`src/rtl/vram_arbiter.sv`:
```
// Shares a single-port video RAM between VGA scan-out reads and queued CPU pixel writes.
// Scan-out gets the RAM in its read slots; CPU writes drain from a small FIFO in every other cycle.
module vram_arbiter #(
    parameter int SCALE_LOG2 = 1,
    parameter int ADDR_W     = 17,
    parameter int FIFO_DEPTH = 4
) (
    input  logic                          vga_clk,
    input  logic                          clrn,
    input  logic [8:0]                    row_addr,
    input  logic [9:0]                    col_addr,
    input  logic                          rdn,
    output logic [11:0]                   d_out,
    input  logic                          cpu_valid,
    output logic                          cpu_ready,
    input  logic [ADDR_W-1:0]             cpu_addr,
    input  logic [11:0]                   cpu_data,
    input  logic                          err_clr,
    output logic                          addr_err,
    output logic [$clog2(FIFO_DEPTH):0]   fifo_count,
    output logic [ADDR_W-1:0]             ram_addr,
    output logic [11:0]                   ram_wdata,
    output logic                          ram_we,
    input  logic [11:0]                   ram_rdata
);

    localparam int PTR_W   = $clog2(FIFO_DEPTH);
    localparam int CNT_W   = PTR_W + 1;
    localparam int LINE_W  = 640 >> SCALE_LOG2;
    localparam int PIX_MAX = (640 * 480) >> (2 * SCALE_LOG2);

    logic [ADDR_W-1:0]      row_s;
    logic [ADDR_W-1:0]      col_s;
    logic [ADDR_W-1:0]      pix_addr;
    logic                   read_slot;
    logic                   fifo_empty;
    logic                   in_range;
    logic                   accept;
    logic                   push;
    logic                   pop;
    logic [PTR_W-1:0]       wr_ptr;
    logic [PTR_W-1:0]       rd_ptr;
    logic [11:0]            hold;
    logic [ADDR_W+11:0]     mem [FIFO_DEPTH];
    logic [ADDR_W+11:0]     head;

    assign row_s    = ADDR_W'(row_addr >> SCALE_LOG2);
    assign col_s    = ADDR_W'(col_addr >> SCALE_LOG2);
    assign pix_addr = row_s * ADDR_W'(LINE_W) + col_s;

    // With pixel replication the odd columns repeat the previous pixel, so they are free slots.
    assign read_slot  = !rdn && ((SCALE_LOG2 == 0) || !col_addr[0]);
    assign fifo_empty = (fifo_count == '0);
    assign in_range   = (cpu_addr < ADDR_W'(PIX_MAX));
    assign cpu_ready  = clrn && (fifo_count != CNT_W'(FIFO_DEPTH));
    assign accept     = cpu_valid && cpu_ready;
    assign push       = accept && in_range;
    assign pop        = !read_slot && !fifo_empty;
    assign head       = mem[rd_ptr];

    assign ram_we    = clrn && pop;
    assign ram_addr  = pop ? head[ADDR_W+11:12] : pix_addr;
    assign ram_wdata = head[11:0];
    assign d_out     = read_slot ? ram_rdata : hold;

    always_ff @(posedge vga_clk) begin
        if (push) begin
            mem[wr_ptr] <= {cpu_addr, cpu_data};
        end
    end

    // Pending writes are deliberately discarded on reset; the RAM contents themselves are untouched.
    always_ff @(posedge vga_clk or negedge clrn) begin
        if (!clrn) begin
            wr_ptr     <= '0;
            rd_ptr     <= '0;
            fifo_count <= '0;
            addr_err   <= 1'b0;
            hold       <= '0;
        end else begin
            if (read_slot) begin
                hold <= ram_rdata;
            end
            if (push) begin
                wr_ptr <= wr_ptr + PTR_W'(1);
            end
            if (pop) begin
                rd_ptr <= rd_ptr + PTR_W'(1);
            end
            if (push && !pop) begin
                fifo_count <= fifo_count + CNT_W'(1);
            end else if (pop && !push) begin
                fifo_count <= fifo_count - CNT_W'(1);
            end
            if (err_clr) begin
                addr_err <= 1'b0;
            end else if (accept && !in_range) begin
                addr_err <= 1'b1;
            end
        end
    end

endmodule

```
`config.mk`:
```
export PLATFORM = sky130hd
export DESIGN_NAME = vram_arbiter
export DESIGN_NICKNAME = d
export VERILOG_FILES = /design/src/rtl/vram_arbiter.sv
export SDC_FILE = /design/constraint.sdc
export NUM_CORES = 1
export LEC_CHECK = 0
export CORE_MARGIN = 4
export CORE_UTILIZATION = 56
export CTS_CLUSTER_SIZE = 12
export DETAILED_ROUTE_END_ITERATION = 8
export PLACE_DENSITY = 0.86
export SETUP_SLACK_MARGIN = 0.1
export SLEW_MARGIN = 20
export SYNTH_ARGS = -nofsm -noshare
export SYNTH_HDL_FRONTEND = slang
export SYNTH_SLANG_ARGS = --single-unit
```
`constraint.sdc`:
```
create_clock -name vga_clk -period 8.2 [get_ports vga_clk]
set_clock_uncertainty 0.2 [all_clocks]
set_input_delay 0.82 -clock vga_clk [delete_from_list [all_inputs] [get_ports vga_clk]]
set_output_delay 0.82 -clock vga_clk [all_outputs]
set_load 0.02 [all_outputs]
```
==> results of run 1 <==
[routing by layer]
metal,part of all wire,vias up,track usage,routed length (microns)
met5,0,-,0,0
met4,0.012,0,0.07635,148
met3,0.064,14,0.06411,781
met2,0.52,120,0.3584,6415
met1,0.40,1737,0.2600,4875
li1,-,1580,-,-
[cell usage in the layout (no fill, tap or decap), types with 6 or more instances in the layout]
| cell type | count |
|---|---|
| xor2_1 | 6 |
| nand2_1 | 29 |
| edfxtp_1 | 116 |
| dfrtp_1 | 19 |
| mux4_2 | 29 |
| clkdlybuf4s50_1 | 110 |
| xnor2_1 | 6 |
| buf_4 | 6 |
| ha_1 | 20 |
| clkbuf_16 | 16 |
| inv_1 | 9 |
| nor2_1 | 18 |
| a21oi_1 | 9 |
| mux2_2 | 14 |
[kinds of logic after synthesis]
kind of cell             after synthesis  synth area share
AND/OR/NAND/NOR                       73           0.05841
XOR/XNOR                              13           0.02060
flip-flops                           136            0.6763
buffers and inverters                 19           0.01274
AO/OA/AOI/OAI                         34           0.04163
adder cells (fa/ha/maj)               23           0.05268
multiplexers                          43            0.1376
[flip-flops by register name, summed over array words and instances (netlist names)]
name / count
mem: 116
hold: 12
fifo_count: 3
rd_ptr: 2
wr_ptr: 2
addr_err: 1
[final cells by class]
class	count	area (sq um)	share of cell area
inverters	9	33.78	0.004349
flip-flops and latches	136	3988	0.5133
clock inverters	14	181.4	0.02335
clock buffers	18	417.9	0.05379
multi-input cells	186	1832	0.2358
well taps	136	170.2	0.02190
repair buffers	116	1146	0.1475
[worst max-delay path by stage]
| stage | to | slack [ns] | depth (start not counted) |
|---|---|---|---|
| after CTS | ram_addr[14] | 2.82 | 10 |
| final | ram_addr[14] | 2.84 | 10 |
| after floorplan | ram_addr[14] | 3.89 | 8 |
| after global placement | ram_addr[14] | 2.89 | 10 |
| after global routing | ram_addr[14] | 2.72 | 10 |
| after detailed placement | ram_addr[14] | 2.82 | 10 |
[through the flow]
stage               setup slack, ns    util
finish                        2.835  0.7559
global route                  2.724  0.7559
CTS                           2.823  0.7557
detailed placement            2.821  0.6973
global placement              2.895  0.6973
floorplan                     3.887       -
[power by group]
group / total (mW) / internal (mW) / switching (mW)
Clock: 0.759 / 0.489 / 0.270
Sequential: 0.910 / 0.821 / 0.0892
Combinational: 0.792 / 0.413 / 0.379
Total: 2.46 / 1.72 / 0.738
==> flow_metrics.tcl, run 1 <==
set metrics [dict create \
    gp_congestion 0.7770 \
    syn_nets 429 \
    hp-class "reg2reg" \
    worstMarginPinSlew_ns 1.054 \
    dp.cells 583 \
    max_cap_viol_count 0 \
    coreArea_sq_um 10280 \
    fillCellCount 591 \
    fin_nets 554 \
    yosys-top-cells-count "116 x edfxtp_1, 29 x mux4_2, 29 x nand2_1" \
    place_hpwl_mm 7.741 \
    worst_setup_path_start_kind "primary input" \
    postSynth.asyncResetShare 0.1471 \
    viasPerCell 5.611 \
    path_delay_family "buffers and inverters" \
    p_per_area_nw_per_um2 316.9 \
    final_layout_size_suffix_gt1_frac 0.1775 \
    numClockSinks 136 \
    drc 0 \
    crit_path_start "row_addr[2]" \
    ioPinCount 112 \
    clock_latency_ns 0.52 \
    ys_ff_latch 136 \
    holdWs_ns 0.3004 \
    cts_made_buffers 17 \
    die_y_microns 110.6 \
    ff2ff_setup_slack_ns 5.12 \
    cts.path.max_buffers 2 \
    worst-path-max-fanout 5 \
    yosysSeqAreaShare 0.6763 \
    synth_top_cell_by_area "edfxtp_1" \
    track_usage 0.2122 \
    leakagePower_nw 2.785 \
    final_max_slew_viol_count 0 \
    ys.flop_type "edfxtp_1" \
    synth_area_leaders "edfxtp_1 59%, mux4_2 11%, dfrtp_1 8.5%" \
    num_vias 3451 \
    first_pass_iters 5 \
    die-area_sq_um 12220 \
    hp-start "hold[8]$_DFF_PN0_" \
    synth_top_area_frac 0.5913 \
    min_path_cells 1 \
    cts_setup_buffers 0 \
    final_cells 615 \
    peakVddDrop_mv 0.2275 \
    antenna_found_initial 0 \
    syn_inst 341 \
    grt_pass1_vias 3734 \
    drt_iter0_drc 224 \
    cts-hold-fix-buffers 0 \
    syn_area_sq_um 5891 \
    synth.distinct_cells 42 \
    hold_violations 0 \
    r2r_start "fifo_count[0]$_DFFE_PN0P_" \
    synth.most_common_cell "edfxtp_1" \
    post_synth.cell_area_avg_sq_um 17.27 \
    setup_violations 0 \
    max-slew-margin-rel 0.2945 \
    cts-root-buf "clkbuf_8" \
    r2r_end "fifo_count[2]$_DFFE_PN0P_" \
    grt_pass1_wl_mm 20.06 \
    path_buf_inv 2 \
    slowest_stage "clkdlybuf4s50_1" \
    placed_area_sq_um 7167 \
    yosysWarnings 0 \
    worstPathRequired_ns 7.18 \
    grt_max_degree 32 \
    gr-total-overflow 0 \
    area_growth_pct 31.88 \
    run_status "finished, final reports clean" \
    start_util 0.5732 \
    fmax_mhz 186.4 \
    ant_nets 0 \
    final_cell_area_sq_um 7769 \
    setup_tns_ns 0 \
    whs_endpoint "hold[8]$_DFF_PN0_" \
    crit_arrival_ns 4.34 \
    synth-edff-count 116 \
    port_buffers 110 \
    die_w_microns 110.6 \
    cp-end-kind "primary output" \
    cp_cell_sequence "clkdlybuf4s50_1 > ha_1 > ha_1 > fa_1 > a211o_1 > o2bb2ai_2 > or4_4 > a21o_1 > a31oi_1 > clkdlybuf4s50_1" \
    tritoncts "yes" \
    rsz0062_at_grt "false" \
    worstSetupPathType "in2out" \
    wl_per_cell_microns 19.87 \
    slowest_delay_ns 0.64 \
    r2r.worst_path.cells 10 \
    fin_crit_ns 5.365 \
    cts_resized 0 \
    fin_crit_sh 0.6542 \
    cts_htree_levels 4 \
    rows 37 \
    routed_wl_mm 12.22 \
    power_mw 2.462 \
    n_antenna_cell 0 \
    clk_pin_slew_worst_paths_ns 0.06 \
]
Note: power is estimated with default switching activity, not from simulation.
==> inputs of run 2 (changes only) <==
Settings changed: CORE_UTILIZATION 56 to 47, PLACE_DENSITY 0.86 to 0.77.
Clock period 8.2 ns to 4.5 ns, I/O delays scaled along.
==> flow_metrics.tcl, run 2 (same netlist as run 1, synthesis figures left out) <==
set metrics [dict create \
    p_per_area_nw_per_um2 560.5 \
    coreArea_sq_um 12160 \
    crit_path_start "row_addr[4]" \
    final_cells 649 \
    gp_congestion 0.7813 \
    clock_latency_ns 0.40 \
    numClockSinks 136 \
    drc 0 \
    placed_area_sq_um 7227 \
    fillCellCount 884 \
    run_status "finished, final reports clean" \
    crit_arrival_ns 3.55 \
    viasPerCell 5.273 \
    ant_nets 0 \
    n_antenna_cell 0 \
    die-area_sq_um 14390 \
    die_w_microns 120.0 \
    first_pass_iters 4 \
    fin_crit_sh 0.9336 \
    ioPinCount 112 \
    leakagePower_nw 2.790 \
    power_mw 4.356 \
    fin_crit_ns 4.201 \
    hp-class "in2async" \
    worstPathRequired_ns 3.85 \
    rsz0062_at_grt "false" \
    worstSetupPathType "in2out" \
    layout_common_cells "116 x edfxtp_1, 106 x clkdlybuf4s50_1, 29 x mux4_2, 29 x nand2_1, 20 x ha_1" \
    fin_nets 556 \
    gr-total-overflow 0 \
    final_max_slew_viol_count 0 \
    port_buffers 110 \
    hold_violations 0 \
    max_cap_viol_count 0 \
    worstMarginPinSlew_ns 0.8347 \
    slowest_delay_ns 0.50 \
    grt_pass1_wl_mm 19.41 \
    cts_made_buffers 17 \
    num_vias 3422 \
    cp-end-kind "primary output" \
    max_flop_register "mem" \
    cts.path.max_buffers 2 \
    cts-hold-fix-buffers 0 \
    setup_violations 0 \
    grt_max_degree 30 \
    crit_path_end "ram_addr[14]" \
    path_delay_family "adder cells" \
    routed_wl_mm 12.14 \
    die_y_microns 120.0 \
    clk_pin_slew_worst_paths_ns 0.05 \
    ff2ff_setup_slack_ns 1.78 \
    r2r_end "fifo_count[2]$_DFFE_PN0P_" \
    r2r.worst_path.cells 11 \
    worst-path-max-fanout 3 \
    drt_iter0_drc 198 \
    final_cell_area_sq_um 7771 \
    final_layout_size_suffix_gt1_frac 0.1788 \
    fin_ws_ns 0.2987 \
    area_growth_pct 31.92 \
    cts_htree_levels 4 \
    wl_per_cell_microns 18.70 \
    top_regs "mem x116, hold x12, fifo_count x3" \
    largest_reg_flops 116 \
    track_usage 0.1750 \
    cts-root-buf "clkbuf_16" \
    slowest_stage "clkdlybuf4s50_1" \
    path_depth 10 \
    path_buf_inv 2 \
    crit_top_cell "ha_1" \
    start_util 0.4844 \
    setup_tns_ns 0 \
    dpl_worst_slack_ns 0.01346 \
    dp.cells 617 \
    antenna_found_initial 0 \
    r2r_start "fifo_count[0]$_DFFE_PN0P_" \
    cp_cell_sequence "clkdlybuf4s50_1 > ha_1 > ha_1 > fa_1 > a211o_1 > o2bb2ai_2 > or4_4 > a21o_1 > a31oi_1 > dlygate4sd2_1" \
    final_common_cell "edfxtp_1" \
    max-slew-margin-rel 0.4435 \
    place_hpwl_mm 7.934 \
    tritoncts "yes" \
    rows 40 \
    worst_setup_path_start_kind "primary input" \
    grt_pass1_vias 3772 \
    fmax_mhz 238.0 \
    peakVddDrop_mv 0.3221 \
]
==> run 2: cell types whose count changed in the layout (fill, tap and decap cells not counted), moves of 2 or more <==
cell             previous run  this run
buf_4                       6         8
clkdlybuf4s50_1           110       106
and2_1                      5         1
dlygate4sd2_1               0         3
and2_2                      0         4
clkinvlp_4                  4         2
bufinv_16                   4         2
clkinv_1                    2         5
clkbuf_1                    1         3
==> run 2: area by class of cell <==
class                   instances  area [sq um]  area share
well taps                     168         210.2     0.02705
clock buffers                  20         436.7     0.05619
multi-input cells             186          1837      0.2364
repair buffers                118          1160      0.1493
flip-flops and latches        136          3985      0.5128
inverters                       9         33.78    0.004347
clock inverters                12         108.9     0.01401
==> run 2: how the worst min path moves through the flow <==
stage,endpoint,slack [ns],from,cells after the start
2_1_floorplan,addr_err$_DFFE_PN0P_,-0.05,clrn,0
3_3_place_gp,hold[2]$_DFF_PN0_,0.28,hold[2]$_DFF_PN0_,1
3_5_place_dp,hold[8]$_DFF_PN0_,0.29,hold[8]$_DFF_PN0_,1
4_1_cts,fifo_count[2]$_DFFE_PN0P_,0.20,clrn,2
5_1_grt,hold[8]$_DFF_PN0_,0.21,clrn,2
6_report,hold[0]$_DFF_PN0_,0.20,clrn,2
==> run 2: power by group <==
part | switching (mW) | total [mW] | internal (mW)
Combinational | 0.709 | 1.46 | 0.747
Clock | 0.468 | 1.27 | 0.802
Sequential | 0.134 | 1.63 | 1.50
Total | 1.31 | 4.36 | 3.04
==> run 2: stage by stage <==
stage	utilization	hold WS, ns
2_1_floorplan	-	-0.04559
3_3_place_gp	0.5942	0.2781
3_5_place_dp	0.5942	0.2863
4_1_cts	0.6388	0.1984
5_1_grt	0.6390	0.2135
6_report	0.6390	0.2025
==> run 2: routing by layer <==
layer,up-vias,GRT usage,routed length [microns]
met5,-,0,0
met4,0,0.04510,63
met3,4,0.04665,585
met2,95,0.3017,6398
met1,1733,0.2201,5087
li1,1590,-,-
==> run 2: what timing repair did <==
item | CTS | global route
buffers inserted | 0 | 0
endpoints found under the hold margin | 0 | 0
endpoints found under the setup margin | 3 | 1
pin swaps | 0 | 0
gates resized for setup | 3 | 1
